$ cat config.mk
export PLATFORM = sky130hd
export DESIGN_NAME = fraise_infer_seq
export DESIGN_NICKNAME = d
export VERILOG_FILES = /design/src/rtl/fraise_infer_seq.sv
export SDC_FILE = /design/constraint.sdc
export NUM_CORES = 1
export LEC_CHECK = 0
export CAP_MARGIN = 20
export CORE_UTILIZATION = 25
export DETAILED_ROUTE_END_ITERATION = 8
export PLACE_DENSITY = 0.5
export SYNTH_ARGS = -nofsm -noshare
export SYNTH_HDL_FRONTEND = slang
export SYNTH_SLANG_ARGS = --single-unit
$ cat constraint.sdc
create_clock -name clk_i -period 5.35 [get_ports clk_i]
set_clock_uncertainty 0.1 [all_clocks]
set_input_delay 1.07 -clock clk_i [delete_from_list [all_inputs] [get_ports clk_i]]
set_output_delay 1.07 -clock clk_i [all_outputs]
set_load 0.01 [all_outputs]
$ cat src/rtl/fraise_infer_seq.sv
// Inference sequencer for the stochastic-log array: seeds the array, walks the
// observation addresses, then counts bit_out per matrix line over N samples.

module fraise_lane_cnt #(
    parameter int CntWidth = 8
) (
    input  logic                clk,
    input  logic                reset,
    input  logic                clear,
    input  logic                en,
    output logic [CntWidth-1:0] count
);
    always_ff @(posedge clk) begin
        if (reset || clear)
            count <= '0;
        else if (en && count != {CntWidth{1'b1}})
            count <= count + 1'b1;
    end
endmodule

module fraise_infer_seq #(
    parameter int MatrixSize   = 4,
    parameter int ArraySize    = 64,
    parameter int Nword_used   = 3,
    parameter int CntWidth     = 8,
    parameter int ArrayLatency = 1,
    localparam int ArraySizeLog2  = (ArraySize > 2) ? $clog2(ArraySize) : 1,
    localparam int MatrixSizeLog2 = (MatrixSize > 2) ? $clog2(MatrixSize) : 1,
    localparam int ObsWidth       = ArraySizeLog2 + 3,
    localparam int AddrWidth      = ArraySizeLog2 + MatrixSizeLog2,
    localparam int SeedWidth      = 2 ** Nword_used
) (
    input  logic                           clk_i,
    input  logic                           reset_i,
    input  logic                           start_i,
    input  logic                           abort_i,
    input  logic [CntWidth-1:0]            nsamples_i,
    input  logic [SeedWidth-1:0]           seed_i,
    input  logic [MatrixSize*ObsWidth-1:0] obs_i,
    output logic                           busy_o,
    output logic                           done_o,
    output logic                           load_seed_o,
    output logic [SeedWidth-1:0]           seeds_o,
    output logic                           inference_o,
    output logic [AddrWidth-1:0]           addr_col_o,
    output logic [AddrWidth-1:0]           addr_row_o,
    input  logic [MatrixSize-1:0]          bit_out_i,
    output logic [MatrixSize*CntWidth-1:0] result_o,
    output logic                           result_valid_o
);
    typedef enum logic [2:0] {IDLE, LOAD_SEED, ADDR, SAMPLE, DRAIN, DONE} state_t;

    state_t                          state;
    logic [MatrixSizeLog2-1:0]       line;
    logic [CntWidth-1:0]             scnt;
    logic [1:0]                      dcnt;
    logic [MatrixSize*ObsWidth-1:0]  obs_q;
    logic [CntWidth-1:0]             nsamp_q;
    logic [ArrayLatency-1:0]         vld_pipe;
    logic                            accept;
    logic                            acc_en;
    logic [MatrixSizeLog2-1:0]       nline;

    assign accept = (state == IDLE) && start_i && !abort_i;
    assign acc_en = vld_pipe[ArrayLatency-1];
    assign nline  = line + 1'b1;

    function automatic logic [ObsWidth-1:0] lane_obs(input logic [MatrixSizeLog2-1:0] k);
        return obs_q[32'(k)*ObsWidth +: ObsWidth];
    endfunction

    function automatic logic [AddrWidth-1:0] col_of(input logic [MatrixSizeLog2-1:0] k);
        logic [ObsWidth-1:0] o;
        o = lane_obs(k);
        return (AddrWidth'(k) << ArraySizeLog2) | (AddrWidth'(o[2:0]) << (ArraySizeLog2 - 3));
    endfunction

    function automatic logic [AddrWidth-1:0] row_of(input logic [MatrixSizeLog2-1:0] k);
        logic [ObsWidth-1:0] o;
        o = lane_obs(k);
        return AddrWidth'(o[ObsWidth-1:3]);
    endfunction

    always_ff @(posedge clk_i) begin
        if (reset_i) begin
            state          <= IDLE;
            line           <= '0;
            scnt           <= '0;
            dcnt           <= '0;
            obs_q          <= '0;
            nsamp_q        <= '0;
            vld_pipe       <= '0;
            busy_o         <= 1'b0;
            done_o         <= 1'b0;
            load_seed_o    <= 1'b0;
            seeds_o        <= '0;
            inference_o    <= 1'b0;
            addr_col_o     <= '0;
            addr_row_o     <= '0;
            result_valid_o <= 1'b0;
        end else if (abort_i && state != IDLE) begin
            // Counters are left alone so a partial run can still be inspected.
            state       <= IDLE;
            vld_pipe    <= '0;
            busy_o      <= 1'b0;
            done_o      <= 1'b0;
            load_seed_o <= 1'b0;
            inference_o <= 1'b0;
        end else begin
            load_seed_o <= 1'b0;
            inference_o <= 1'b0;
            done_o      <= 1'b0;
            vld_pipe    <= (vld_pipe << 1) | ArrayLatency'(state == SAMPLE);
            case (state)
                IDLE: if (accept) begin
                    obs_q          <= obs_i;
                    nsamp_q        <= nsamples_i;
                    seeds_o        <= seed_i;
                    result_valid_o <= 1'b0;
                    busy_o         <= 1'b1;
                    load_seed_o    <= 1'b1;
                    state          <= LOAD_SEED;
                end
                LOAD_SEED: begin
                    line        <= '0;
                    addr_col_o  <= col_of('0);
                    addr_row_o  <= row_of('0);
                    inference_o <= 1'b1;
                    state       <= ADDR;
                end
                ADDR: begin
                    if (line == MatrixSizeLog2'(MatrixSize - 1)) begin
                        if (nsamp_q == '0) begin
                            done_o         <= 1'b1;
                            result_valid_o <= 1'b1;
                            state          <= DONE;
                        end else begin
                            scnt        <= CntWidth'(1);
                            inference_o <= 1'b1;
                            state       <= SAMPLE;
                        end
                    end else begin
                        line        <= nline;
                        addr_col_o  <= col_of(nline);
                        addr_row_o  <= row_of(nline);
                        inference_o <= 1'b1;
                    end
                end
                SAMPLE: begin
                    if (scnt == nsamp_q) begin
                        dcnt  <= 2'd1;
                        state <= DRAIN;
                    end else begin
                        scnt        <= scnt + 1'b1;
                        inference_o <= 1'b1;
                    end
                end
                DRAIN: begin
                    if (dcnt == 2'(ArrayLatency)) begin
                        done_o         <= 1'b1;
                        result_valid_o <= 1'b1;
                        state          <= DONE;
                    end else begin
                        dcnt <= dcnt + 1'b1;
                    end
                end
                DONE: begin
                    busy_o <= 1'b0;
                    state  <= IDLE;
                end
                default: state <= IDLE;
            endcase
        end
    end

    for (genvar k = 0; k < MatrixSize; k++) begin : g_lane
        fraise_lane_cnt #(.CntWidth(CntWidth)) u_cnt (
            .clk   (clk_i),
            .reset (reset_i),
            .clear (accept),
            .en    (acc_en && bit_out_i[k]),
            .count (result_o[k*CntWidth +: CntWidth])
        );
    end
endmodule
Yosys cells after proc, flatten, opt, wreduce, memory -nomap -nowiden
Index checks and enable logic that the tools add are counted.
Storage, ports and cells
  bits in registers: 121
  bits of input ports: 60
  output and inout port bits: 61
  word-level logic and storage cells: 117
Cells by class
  add/subtract/negate cells: 7
  multiply operators: 1
  equality and inequality tests: 21
  shift-type cells: 1
  mux-type cells: 35
  bitwise operators: 3
  reduce and logical (&&, ||, !) cells: 30
Operators by type and width (number)
  case mux 8 bit (2 select lines): 3
  adder 8 x 1 -> 8 bit, second input constant: 5
  two-way mux 8 bit: 5
  variable part select 36 x 7 -> 9 bit: 1
  inequality test 8 bit, second input constant: 4
  two-way mux 3 bit: 5
  case mux 3 bit (5 select lines): 1
  inequality test 2 bit, second input constant: 7
  two-way mux 1 bit: 12
  logical AND 1 bit: 11
  equality test 8 bit: 1
  zero test 8 bit: 1
  OR 8 x 6 -> 8 bit: 1
  case mux 2 bit (2 select lines): 2
  AND reduction 4 bit: 2
  nonzero test 2 bit: 4
  equality test 3 x 2 -> 1 bit, second input constant: 2
  equality test 3 bit, second input constant: 2
  multiplier 2 x 4 -> 6 bit, second input constant: 1
  two-way mux 2 bit: 3
  case mux 1 bit (3 select lines): 2
  AND reduction 3 bit: 2
  AND reduction 6 bit: 1
  nonzero test 3 bit: 2
  14 further kinds: 18

Longest topological paths before layout
  word-level depth: 6
  mapped depth: 8
  gate-level depth less buffers: 6

Hierarchy
A second synthesis with hierarchy kept.
Second synthesis, totals
  cell total of the unflattened synthesis: 648
  area, all modules: 5330.1 um^2
Modules (own cells, without submodules)
  fraise_infer_seq: times used 1, cells an instance 456, area an instance 3643.5 um^2, seq. area each 1641.6 um^2
  fraise_lane_cnt: times used 4, cells an instance 48, area an instance 421.7 um^2, seq. area each 160.2 um^2

Least setup slack after synthesis
Ideal clock, no wire load.
  path type: input to register
  start point: input port abort_i
  end point: register g_lane[3].u_cnt.count[7]
  setup time: 125 ps
  arrival: 2153 ps
  required time: 5125 ps
  setup slack: 2972 ps
  stages on the path: 8
  path buffers: 3
  cell sequence: nor2_2 -> nand2_1 -> or3_1 -> buf_2 -> nand2b_1 -> buf_2 -> buf_4 -> a21oi_1
On the way
  word-level cells in the longest chain between the ends: 3
RTL lines
  start: declaration: line 36  | input logic abort_i,
  zero test 1 bit: line 64  | assign accept = (state == IDLE) && start_i && !abort_i;
  logical AND 1 bit: line 64
  logical OR 1 bit: line 14  | if (reset || clear)
  end signal: assignment: line 17  | count <= count + 1'b1;
  end: declaration: line 11  | output logic [CntWidth-1:0] count
No other way between the ends.
A chain may end at the register's enable or synchronous reset.

Worst setup path after layout
  start point: input port abort_i
  end point: register result_valid_o
On the way
  word-level cells in the longest chain between the ends: 4
  elaborated cells between the ends (all ways): 6
  those cells by class: eq/ne: 1; bitwise: 1; reduce/logical: 4
RTL lines
  zero test 1 bit: line 64
  logical AND 1 bit: line 64
  inequality test 2 x 1 -> 1 bit (no line)
  AND reduction 6 bit (no line) *
  end signal: assignment: line 100  | result_valid_o <= 1'b0;
  end signal: assignment: line 119  | result_valid_o <= 1'b0;
  end signal: assignment: line 135  | result_valid_o <= 1'b1;
  end: declaration: line 49  | output logic result_valid_o
Mark *: on every way between the ends. The rest lies on a longest branch, timed or not.

==> flow_summary_export.csv <==
group,metric,value,unit
clock_tree,numClockSinks,114,
worst_hold_path,hold_class,"flip-flop to flip-flop",
drt,dr.pass1.iters,4,
setup_path,worstPathArrival,3700,ps
setup_path,rrSetupSlack,2560,ps
synth,synth_area_per_cell,8.29,µm²
synth,synth-edff-count,0,
global_routing,antenna_found_initial,1,
place,place_congestion,0.761,
sta,setup-violations-final,0,
die,die-area,20800,µm²
drt,drt-total-wl,13.4,mm
synth,synth_area_leaders,"dfxtp_1, nand2_1, a21oi_1",
sta,tightest_slew,1030,ps
sta,fin_tns_setup,0,ps
drt,drt_iter0_markers,242,
power,seqPwrFrac,39.8,%
status,status,"completed",
setup_path,worstSetupPathType,"input port to flip-flop",
synth,synth_cells,609,
synth,ys_top_cells_by_count,"nand2_1, dfxtp_1, a21oi_1",
synth,synth_top_area_share,45.2,%
power,power_leakage,2.42,nW
clock_tree,cts_buffers,17,
die,die_h,144,µm
synth,yosysSeqAreaShare,45.2,%
global_routing,grt_pass1_wl,21.9,mm
clock_tree,cts_hold_buf,0,
die,row_count,51,
clock_tree,cts_tree,"built",
synth,ys.flop_type,"dfxtp_1",
synth,yosysMostFrequentCell,"nand2_1",
global_routing,grt_pass1_vias,4356,
job,maxCapViolCount,0,
place,postPlaceCellArea,6370,µm²
setup_path,crit_fanout,54,
synth,ys_seq_elements,114,
synth,async_flop_share,0,%
power,finalPower,2.29,mW
die,initial_utilization,25.7,%
sta,finalCritPeriodShare,65.4,%
synth,ys_types,59,
global_routing,grt-ovfl-total,0,
power,combPwrFrac,9.7,%
cells_and_area,nNetsFinal,776,
clock_tree,h-tree-depth,4,
power,switching_power,529,µW
cells_and_area,multiInputGateArea,2570,µm²
synth,synthesis.area,5050,µm²
cells_and_area,antenna_cells,0,
setup_path,endpoint_kind,"flip-flop",
cells_and_area,drive_above_1_share,6.79,%
cells_and_area,syn_to_final_growth,38.2,%
drt,routedWlPerCell,13.6,µm
die,core-area,19700,µm²
clock_tree,clk_pin_slew_worst_paths,50,ps
power,p_clk_share,50.4,%
drt,drc,0,
global_routing,grt_max_degree,79,
sta,rsz0062_at_grt,"no",
power,p_int,1.76,mW
drt,avgViaCountPerCell,4.57,
clock_tree,cts_root_buf,"clkbuf_16",
synth,yosys_warnings,0,
power,ir_worst_vdd,0.229,mV
synth,yosysTopAreaCell,"dfxtp_1",
sta,whs,348,ps
global_routing,grt_usage,13.7,%
cells_and_area,fin_cells,987,
die,io_pins,121,
clock_tree,post_cts_buffers,0,
sta,relSlewSlack,31.1,%
power,swShare,23.1,%
setup_path,cp-start-kind,"input port",
setup_path,cp.required,5550,ps
place,post-place-cells,955,
cells_and_area,final_cell_area,6980,µm²
clock_tree,cts.repair.resized,0,
power,powerDensity,328,nW/µm²
sta,max_freq,286,MHz
drt,vias,4507,
place,port_buffers,115,
drt,postRouteAntennaNets,0,
cells_and_area,fillers,2085,
place,hpwl,9.37,mm
clock_tree,clockBufferDepth,2,
die,die-width,144,µm
clock_tree,clk_latency,410,ps
sta,hold_violations,0,
cells_and_area,seq_area,2280,µm²
sta,final.min_clock_period,3500,ps
sta,drv_slew,0,
[cell usage in the layout (no fill, tap or decap), drive strengths merged, types with 8 or more instances in the layout]
master         synthesis  layout
a211oi                11      11
a21oi                 64      64
a22oi                  9       9
and3                   8       8
clkbuf                21      23
clkdlybuf4s50          0     114
dfxtp                114     114
mux2i                 14      14
nand2                135     135
nand3                 12      12
nand4                  9       9
nor2                  56      56
nor3                   9       9
o21ai                 11      11
xnor2                 19      19
xor2                  15      15
[layout make-up]
type / instances / share of cell area, %
inverter: 4 / 0.215
timing repair buffer: 118 / 16.8
sequential: 114 / 32.7
tap: 265 / 4.75
clock inverter: 9 / 1.85
multi-input combinational: 454 / 36.9
clock buffer: 23 / 6.85
[kinds of logic after synthesis]
kind of cell,after synthesis,share of synthesized area (%)
flip-flops,114,45.2
AND/OR/NAND/NOR,267,24.1
AO/OA/AOI/OAI,126,15.7
adder cells (fa/ha/maj),7,1.73
other,1,0.0743
multiplexers,15,3.00
buffers and inverters,45,4.31
XOR/XNOR,34,5.90
[flip-flops by register name, indices dropped and copies added (netlist names)]
register            flops
acc_en                  1
addr_col_o              4
addr_row_o              6
busy_o                  1
dcnt                    2
done_o                  1
g_lane.u_cnt.count     32
inference_o             1
line                    1
load_seed_o             1
nsamp_q                 8
obs_q                  36
result_valid_o          1
scnt                    8
seeds_o                 8
state                   3
[worst max-delay path, cell delays in order]
cell,delay (ps)
clkdlybuf4s50_1,530
nor2_2,220
nand2_1,180
or3_2,880
nand2b_1,210
buf_4,340
o21ba_2,210
[metrics by stage]
stage	setup slack, ps	util (%)
after floorplan	2970	-
after global placement	1500	32.4
after detailed placement	1420	32.4
after CTS	1860	35.5
after global routing	1720	35.5
final	1850	35.5
[metal layers]
| layer | routed length (µm) | share of wire [%] | global-route usage, % | vias up |
|---|---|---|---|---|
| met5 | 13 | 0.097 | 0 | - |
| met4 | 126 | 0.94 | 4.37 | 2 |
| met3 | 1140 | 8.5 | 5.86 | 15 |
| met2 | 5860 | 44 | 20.8 | 124 |
| met1 | 6290 | 47 | 17.3 | 2072 |
| li1 | - | - | - | 2294 |
[final timing paths]
| check | from | endpoint | cells past startpoint |
|---|---|---|---|
| min | obs_q[20] | obs_q[20] | 2 |
| max reg2reg | state[2] | result_valid_o | 6 |
| max | abort_i | result_valid_o | 7 |
| min reg2reg | obs_q[20] | obs_q[20] | 2 |
[power by group through the flow]
stage | logic (mW) | clock network (mW) | registers [mW]
5_1_grt | 0.248 | 1.23 | 0.915
6_report | 0.223 | 1.15 | 0.911
3_5_place_dp | 0.225 | 0 | 0.929
3_3_place_gp | 0.222 | 0 | 0.928
4_1_cts | 0.226 | 1.19 | 0.911
2_1_floorplan | 0.128 | 0 | 0.925
Power figures use the tool's default switching activity.
